<file path="src/rtl/dcache_wb_pkg.sv">
// Shared types for the data-cache posted write buffer: FSM states, default
// widths and the buffer entry layout.
package dcache_wb_pkg;

  localparam int LINE_W_DEF = 128;
  localparam int TAG_W_DEF  = 28;

  typedef enum logic [1:0] {
    IDLE   = 2'd0,
    MEM_RD = 2'd1,
    MEM_WR = 2'd2,
    RESP   = 2'd3
  } wb_state_e;

  typedef struct packed {
    logic                  valid;
    logic [TAG_W_DEF-1:0]  tag;
    logic [LINE_W_DEF-1:0] data;
  } wb_entry_t;

endpackage

</file>
<file path="src/rtl/wb_fifo_cam.sv">
// Line-entry FIFO with a tag CAM: push at tail, pop at head, in-place data
// overwrite by index, and a single-hit lookup against the cache address.
module wb_fifo_cam
  import dcache_wb_pkg::*;
#(
  parameter int DEPTH  = 4,
  parameter int TAG_W  = TAG_W_DEF,
  parameter int LINE_W = LINE_W_DEF,
  localparam int IDX_W = $clog2(DEPTH)
) (
  input  logic              clk_i,
  input  logic              rst_i,
  input  logic              push_i,
  input  logic [TAG_W-1:0]  push_tag_i,
  input  logic [LINE_W-1:0] push_data_i,
  input  logic              pop_i,
  input  logic              ovr_i,
  input  logic [IDX_W-1:0]  ovr_idx_i,
  input  logic [LINE_W-1:0] ovr_data_i,
  input  logic [TAG_W-1:0]  lookup_tag_i,
  output logic              hit_o,
  output logic [IDX_W-1:0]  hit_idx_o,
  output logic [LINE_W-1:0] hit_data_o,
  output logic [TAG_W-1:0]  head_tag_o,
  output logic [LINE_W-1:0] head_data_o,
  output logic              full_o,
  output logic              empty_o
);

  typedef struct packed {
    logic              valid;
    logic [TAG_W-1:0]  tag;
    logic [LINE_W-1:0] data;
  } entry_t;

  localparam logic [IDX_W-1:0] IDX_ONE = IDX_W'(1);
  localparam logic [IDX_W:0]   CNT_ONE = (IDX_W+1)'(1);
  localparam logic [IDX_W:0]   CNT_MAX = (IDX_W+1)'(DEPTH);

  entry_t            ent_q [DEPTH];
  logic [IDX_W-1:0]  head_q;
  logic [IDX_W-1:0]  tail_q;
  logic [IDX_W:0]    count_q;
  logic [DEPTH-1:0]  match_s;
  logic              push_ok_s;
  logic              pop_ok_s;

  assign full_o    = (count_q == CNT_MAX);
  assign empty_o   = (count_q == '0);
  assign push_ok_s = push_i && !full_o;
  assign pop_ok_s  = pop_i && !empty_o;

  assign head_tag_o  = ent_q[head_q].tag;
  assign head_data_o = ent_q[head_q].data;

  // Coalescing keeps tags unique, so at most one match bit is ever set and
  // OR-reducing the index/data is an exact select.
  always_comb begin
    match_s    = '0;
    hit_idx_o  = '0;
    hit_data_o = '0;
    for (int i = 0; i < DEPTH; i++) begin
      match_s[i] = ent_q[i].valid && (ent_q[i].tag == lookup_tag_i);
      hit_idx_o  = hit_idx_o | ({IDX_W{match_s[i]}} & IDX_W'(i));
      hit_data_o = hit_data_o | ({LINE_W{match_s[i]}} & ent_q[i].data);
    end
  end

  assign hit_o = |match_s;

  always_ff @(posedge clk_i or posedge rst_i) begin
    if (rst_i) begin
      head_q  <= '0;
      tail_q  <= '0;
      count_q <= '0;
      for (int i = 0; i < DEPTH; i++) begin
        ent_q[i] <= '0;
      end
    end else begin
      if (push_ok_s) begin
        ent_q[tail_q] <= '{valid: 1'b1, tag: push_tag_i, data: push_data_i};
        tail_q        <= tail_q + IDX_ONE;
      end
      if (ovr_i) begin
        ent_q[ovr_idx_i].data <= ovr_data_i;
      end
      if (pop_ok_s) begin
        ent_q[head_q].valid <= 1'b0;
        head_q              <= head_q + IDX_ONE;
      end
      case ({push_ok_s, pop_ok_s})
        2'b10:   count_q <= count_q + CNT_ONE;
        2'b01:   count_q <= count_q - CNT_ONE;
        default: count_q <= count_q;
      endcase
    end
  end

endmodule

</file>
<file path="src/rtl/dcache_write_buffer.sv">
// Posted write buffer between the data cache and slow memory: writes are
// acknowledged once buffered and drained in the background; reads bypass.
module dcache_write_buffer
  import dcache_wb_pkg::*;
#(
  parameter int DEPTH  = 4,
  parameter int LINE_W = LINE_W_DEF,
  parameter int TAG_W  = TAG_W_DEF
) (
  input  logic              clk,
  input  logic              proc_reset,
  input  logic              c_read,
  input  logic              c_write,
  input  logic [TAG_W-1:0]  c_addr,
  input  logic [LINE_W-1:0] c_wdata,
  output logic [LINE_W-1:0] c_rdata,
  output logic              c_ready,
  output logic              mem_read,
  output logic              mem_write,
  output logic [TAG_W-1:0]  mem_addr,
  output logic [LINE_W-1:0] mem_wdata,
  input  logic [LINE_W-1:0] mem_rdata,
  input  logic              mem_ready,
  output logic              buf_empty
);

  localparam int IDX_W = $clog2(DEPTH);

  wb_state_e         state_q, state_d;
  logic              c_ready_q, c_ready_d;
  logic [LINE_W-1:0] c_rdata_q, c_rdata_d;
  logic              mem_read_q, mem_read_d;
  logic              mem_write_q, mem_write_d;
  logic [TAG_W-1:0]  mem_addr_q, mem_addr_d;
  logic [LINE_W-1:0] mem_wdata_q, mem_wdata_d;

  logic              push_s, pop_s, ovr_s;
  logic              hit_s, full_s, empty_s;
  logic [IDX_W-1:0]  hit_idx_s;
  logic [LINE_W-1:0] hit_data_s, head_data_s;
  logic [TAG_W-1:0]  head_tag_s;

  wb_fifo_cam #(
    .DEPTH  (DEPTH),
    .TAG_W  (TAG_W),
    .LINE_W (LINE_W)
  ) u_fifo (
    .clk_i        (clk),
    .rst_i        (proc_reset),
    .push_i       (push_s),
    .push_tag_i   (c_addr),
    .push_data_i  (c_wdata),
    .pop_i        (pop_s),
    .ovr_i        (ovr_s),
    .ovr_idx_i    (hit_idx_s),
    .ovr_data_i   (c_wdata),
    .lookup_tag_i (c_addr),
    .hit_o        (hit_s),
    .hit_idx_o    (hit_idx_s),
    .hit_data_o   (hit_data_s),
    .head_tag_o   (head_tag_s),
    .head_data_o  (head_data_s),
    .full_o       (full_s),
    .empty_o      (empty_s)
  );

  // Requests are only arbitrated in IDLE; read beats write beats drain, except
  // that a write to a full buffer with no coalescing target forces a drain.
  always_comb begin
    state_d     = state_q;
    c_ready_d   = 1'b0;
    c_rdata_d   = c_rdata_q;
    mem_read_d  = mem_read_q;
    mem_write_d = mem_write_q;
    mem_addr_d  = mem_addr_q;
    mem_wdata_d = mem_wdata_q;
    push_s      = 1'b0;
    pop_s       = 1'b0;
    ovr_s       = 1'b0;
    case (state_q)
      IDLE: begin
        if (c_read && hit_s) begin
          c_rdata_d = hit_data_s;
          c_ready_d = 1'b1;
          state_d   = RESP;
        end else if (c_read) begin
          mem_read_d = 1'b1;
          mem_addr_d = c_addr;
          state_d    = MEM_RD;
        end else if (c_write && hit_s) begin
          ovr_s     = 1'b1;
          c_ready_d = 1'b1;
          state_d   = RESP;
        end else if (c_write && !full_s) begin
          push_s    = 1'b1;
          c_ready_d = 1'b1;
          state_d   = RESP;
        end else if (!empty_s) begin
          mem_write_d = 1'b1;
          mem_addr_d  = head_tag_s;
          mem_wdata_d = head_data_s;
          state_d     = MEM_WR;
        end else begin
          state_d = IDLE;
        end
      end
      MEM_RD: begin
        if (mem_ready) begin
          mem_read_d = 1'b0;
          c_rdata_d  = mem_rdata;
          c_ready_d  = 1'b1;
          state_d    = RESP;
        end else begin
          state_d = MEM_RD;
        end
      end
      MEM_WR: begin
        if (mem_ready) begin
          mem_write_d = 1'b0;
          pop_s       = 1'b1;
          state_d     = IDLE;
        end else begin
          state_d = MEM_WR;
        end
      end
      RESP: begin
        state_d = IDLE;
      end
      default: begin
        mem_read_d  = 1'b0;
        mem_write_d = 1'b0;
        state_d     = IDLE;
      end
    endcase
  end

  always_ff @(posedge clk or posedge proc_reset) begin
    if (proc_reset) begin
      state_q     <= IDLE;
      c_ready_q   <= 1'b0;
      c_rdata_q   <= '0;
      mem_read_q  <= 1'b0;
      mem_write_q <= 1'b0;
      mem_addr_q  <= '0;
      mem_wdata_q <= '0;
    end else begin
      state_q     <= state_d;
      c_ready_q   <= c_ready_d;
      c_rdata_q   <= c_rdata_d;
      mem_read_q  <= mem_read_d;
      mem_write_q <= mem_write_d;
      mem_addr_q  <= mem_addr_d;
      mem_wdata_q <= mem_wdata_d;
    end
  end

  assign c_ready   = c_ready_q;
  assign c_rdata   = c_rdata_q;
  assign mem_read  = mem_read_q;
  assign mem_write = mem_write_q;
  assign mem_addr  = mem_addr_q;
  assign mem_wdata = mem_wdata_q;
  // The head entry stays counted until its drain completes.
  assign buf_empty = empty_s && (state_q != MEM_WR);

endmodule
</file>
<file path="config.mk">
export PLATFORM = sky130hd
export DESIGN_NAME = dcache_write_buffer
export DESIGN_NICKNAME = d
export VERILOG_FILES = /design/src/rtl/dcache_wb_pkg.sv /design/src/rtl/wb_fifo_cam.sv /design/src/rtl/dcache_write_buffer.sv
export SDC_FILE = /design/constraint.sdc
export NUM_CORES = 2
export LEC_CHECK = 0
export CAP_MARGIN = 20
export CELL_PAD_IN_SITES_DETAIL_PLACEMENT = 1
export CELL_PAD_IN_SITES_GLOBAL_PLACEMENT = 1
export CORE_ASPECT_RATIO = 1.5
export CORE_MARGIN = 8
export CORE_UTILIZATION = 40
export CTS_CLUSTER_DIAMETER = 120
export DETAILED_ROUTE_END_ITERATION = 8
export PLACE_DENSITY_LB_ADDON = 0.1
export SKIP_LAST_GASP = 1
export SLEW_MARGIN = 40
export SYNTH_ARGS = -nofsm -noshare
export SYNTH_HDL_FRONTEND = slang
export SYNTH_SLANG_ARGS = --single-unit
</file>
<file path="constraint.sdc">
create_clock -name clk -period 37.6 [get_ports clk]
set_input_delay 5.64 -clock clk [delete_from_list [all_inputs] [get_ports clk]]
set_output_delay 5.64 -clock clk [all_outputs]
set_load 0.03 [all_outputs]
</file>
==> impl_metrics.env <==
export IMPL_drc=0
export IMPL_slowest_stage="buf_4"
export IMPL_cap_viol_max_count=0
export IMPL_synthMuxAreaShare_pct=33.0
export IMPL_final_cell_mix="921 x dfrtp_1, 575 x clkdlybuf4s50_1, 480 x mux2_1, 264 x a21oi_1, 231 x mux2_2"
export IMPL_grt_util_all_layers_pct=24.8
export IMPL_layout_min_cycle_time_ns=10.88
export IMPL_vias=29700
export IMPL_p_leak_nw=23.4
export IMPL_clk_latency_ns=0.68
export IMPL_rows=151
export IMPL_ir_worst_vdd_v=0.0000423
export IMPL_grt_max_degree=130
export IMPL_io_buffer_count=576
export IMPL_synth_xor_area_share_pct=2.23
export IMPL_synth_compound_area_share_pct=6.11
export IMPL_cp_startpoint="c_addr[22]"
export IMPL_rsz0062_at_grt="no"
export IMPL_ys_seq_elements=924
export IMPL_cp_max_fo=53
export IMPL_clockPowerShare_pct=19.1
export IMPL_status="completed"
export IMPL_hp_class="register to register"
export IMPL_p_sw_share_pct=37.4
export IMPL_power_total_mw=4.90
export IMPL_path_class="primary input to register"
export IMPL_fillers=11000
export IMPL_cts_setup_buffers=0
export IMPL_start_util_pct=40.2
export IMPL_post_place_ws_ns=25.97
export IMPL_yosys_area_share_simple_pct=3.53
export IMPL_startpoint_type="primary input"
export IMPL_grt_overflow_total=0
export IMPL_whs_path_depth=1
export IMPL_drt_iter0_markers=2073
export IMPL_avgSynthCellArea_sq_um=14.6
export IMPL_fin_setup_tns_ns=0
export IMPL_worst_pin_slew_ns=0.868
export IMPL_antenna_found_initial=36
export IMPL_path_cells="clkdlybuf4s50_1 > xnor2_1 > nand4_1 > nor4_1 > and4_4 > buf_4 > buf_4 > nor3_1 > a21o_4 > buf_4 > buf_6 > mux2_1"
export IMPL_cts_max_level=3
export IMPL_cts_sinks=924
export IMPL_crit_path_frequent_cell="buf_4"
export IMPL_async_flop_share_pct=100
export IMPL_syn_inst=3087
export IMPL_syn2layout_area_growth_pct=21.8
export IMPL_worstRegToRegCells=11
export IMPL_clkTransAtPathRegs_ns=0.06
export IMPL_place_gp_congestion=0.862
export IMPL_multi_input_area_sq_um=20500
export IMPL_max_clock_freq_mhz=91.9
export IMPL_arrival_ns=11.43
export IMPL_ys_seq_area_share_pct=51.2
export IMPL_cts_repair_resized=0
export IMPL_yosys_warnings=0
export IMPL_die_area_sq_um=124000
export IMPL_io_pins=577
export IMPL_drt_wl_total_mm=155
export IMPL_die_y_um=427
export IMPL_routed_via_density=5.83
export IMPL_p_comb_share_pct=42.3
export IMPL_numCtsBuffers=93
export IMPL_synth_edf_count=0
export IMPL_drt_pass1_iter_count=7
export IMPL_final_max_slew_viol_count=0
export IMPL_clockRootBuffer="clkbuf_16"
export IMPL_place_hpwl_mm=103
export IMPL_synth_cell_type_count=46
export IMPL_regArea_sq_um=23100
export IMPL_hold_viol=0
export IMPL_setup_ws_ns=26.72
export IMPL_netSwitchingPower_mw=1.83
export IMPL_grt_pass1_wl_mm=234
export IMPL_synth_ff_type="dfrtp_1"
export IMPL_fin_skew_ns=0.0160
export IMPL_core_area_sq_um=112000
export IMPL_seq_power_share_pct=38.6
export IMPL_finalSetupViolCount=0
export IMPL_crit_path_max_incr_delay_ns=0.74
export IMPL_final_common_cell="dfrtp_1"
export IMPL_syn_area_sq_um=45200
export IMPL_required_ns=38.15
export IMPL_post_drt_wl_per_cell_um=30.5
export IMPL_synth_fp_nets=3386
export IMPL_die_x_um=290
export IMPL_cts_hold_buffers_added=0
export IMPL_cts_tree="built"
export IMPL_drive_above_1_share_pct=22.7
export IMPL_nNetsFinal=3859
export IMPL_antenna_left=0
export IMPL_finalCritPeriodShare_pct=28.9
export IMPL_max_slew_margin_pct=42.2
export IMPL_synth_top_family_by_area="multiplexers"
export IMPL_synth_adder_area_share_pct=0.294
export IMPL_clk_path_buf_depth=3
export IMPL_internal_power_mw=3.07
export IMPL_power_density_nw_per_um2=89.1
export IMPL_min_delay_start="mem_wdata[65]"
export IMPL_grt_pass1_vias=33700
export IMPL_cp_end_kind="register"
[power groups by stage]
stage	sequential (mW)	combinational, mW	clock (mW)
3_5_place_dp	1.90	2.10	0
5_1_grt	1.95	2.21	1.00
2_1_floorplan	2.01	1.14	0
4_1_cts	1.89	2.11	0.963
6_report	1.89	2.07	0.936
3_3_place_gp	1.86	2.03	0
[metal layers]
| layer | global-route usage [%] | wire [um] | part of all wire (%) | vias up |
|---|---|---|---|---|
| met5 | 0 | 176 | 0.11 | - |
| met4 | 8.64 | 4500 | 2.9 | 28 |
| met3 | 5.56 | 9640 | 6.2 | 261 |
| met2 | 41.9 | 77400 | 50 | 993 |
| met1 | 31.2 | 63500 | 41 | 15900 |
| li1 | - | - | - | 12500 |
[worst paths after layout]
check	end	slack [ns]
worst max-delay path	u_fifo.ent_q[329]	26.72
worst min-delay path	mem_wdata[65]	0.48
worst max register to register	u_fifo.ent_q[329]	31.97
worst min register to register	mem_wdata[65]	0.48
max in group asynchronous	mem_wdata[17]	28.97
min in group asynchronous	c_rdata[84]	5.49
[worst max-delay path: cells and delay by family]
family          cells  cell delay [ns]
buf+inv             5             2.90
simple gates        4             1.35
xor+xnor            1             0.50
compound gates      1             0.43
mux                 1             0.40
[cells by family after synthesis]
group                      after synthesis
and+or+nand+nor                        268
buffers and inverters                  266
adders and majority gates               10
DFF                                    924
xor gates and xnor gates               115
muxes                                 1094
AOI/OAI and AO/OA                      410
[cell usage after synthesis, drive strengths merged, types with 3 or more instances]
cell type | instances | area share, %
mux2 | 937 | 25
dfrtp | 924 | 51
a21oi | 265 | 2.9
mux4 | 156 | 7.8
buf | 144 | 2.6
nor2b | 130 | 1.8
a222oi | 129 | 2.9
clkbuf | 111 | 0.92
xor2 | 61 | 1.2
xnor2 | 54 | 1.0
nand2 | 28 | 0.23
nor4 | 26 | 0.39
nand4 | 24 | 0.33
nor2 | 20 | 0.17
inv | 11 | 0.091
ha | 9 | 0.25
nor3 | 9 | 0.12
nand2b | 7 | 0.097
or4 | 7 | 0.12
o41ai | 5 | 0.097
a21o | 4 | 0.067
nand3 | 4 | 0.044
or3 | 3 | 0.042
[metrics by stage]
step | std cells | hold WS (ns) | cell area, sq um | utilization, %
after CTS | 5076 | 0.489 | 54900 | 48.8
after global placement | 4905 | 0.467 | 51600 | 45.9
after floorplan | 3087 | 0.468 | 45200 | -
final | 5098 | 0.483 | 55000 | 48.9
after global routing | 5089 | 0.500 | 55000 | 48.9
after detailed placement | 4914 | 0.473 | 51900 | 46.1
[area by class of cell]
| class | instances | share of cell area [%] |
|---|---|---|
| tap | 1453 | 3.31 |
| clock inverter | 20 | 0.478 |
| multi-input combinational | 1897 | 37.3 |
| antenna | 18 | 0.0819 |
| inverter | 11 | 0.0978 |
| timing repair buffer | 633 | 11.8 |
| sequential | 924 | 42.1 |
| clock buffer | 142 | 4.94 |
Power figures use the tool's default switching activity.
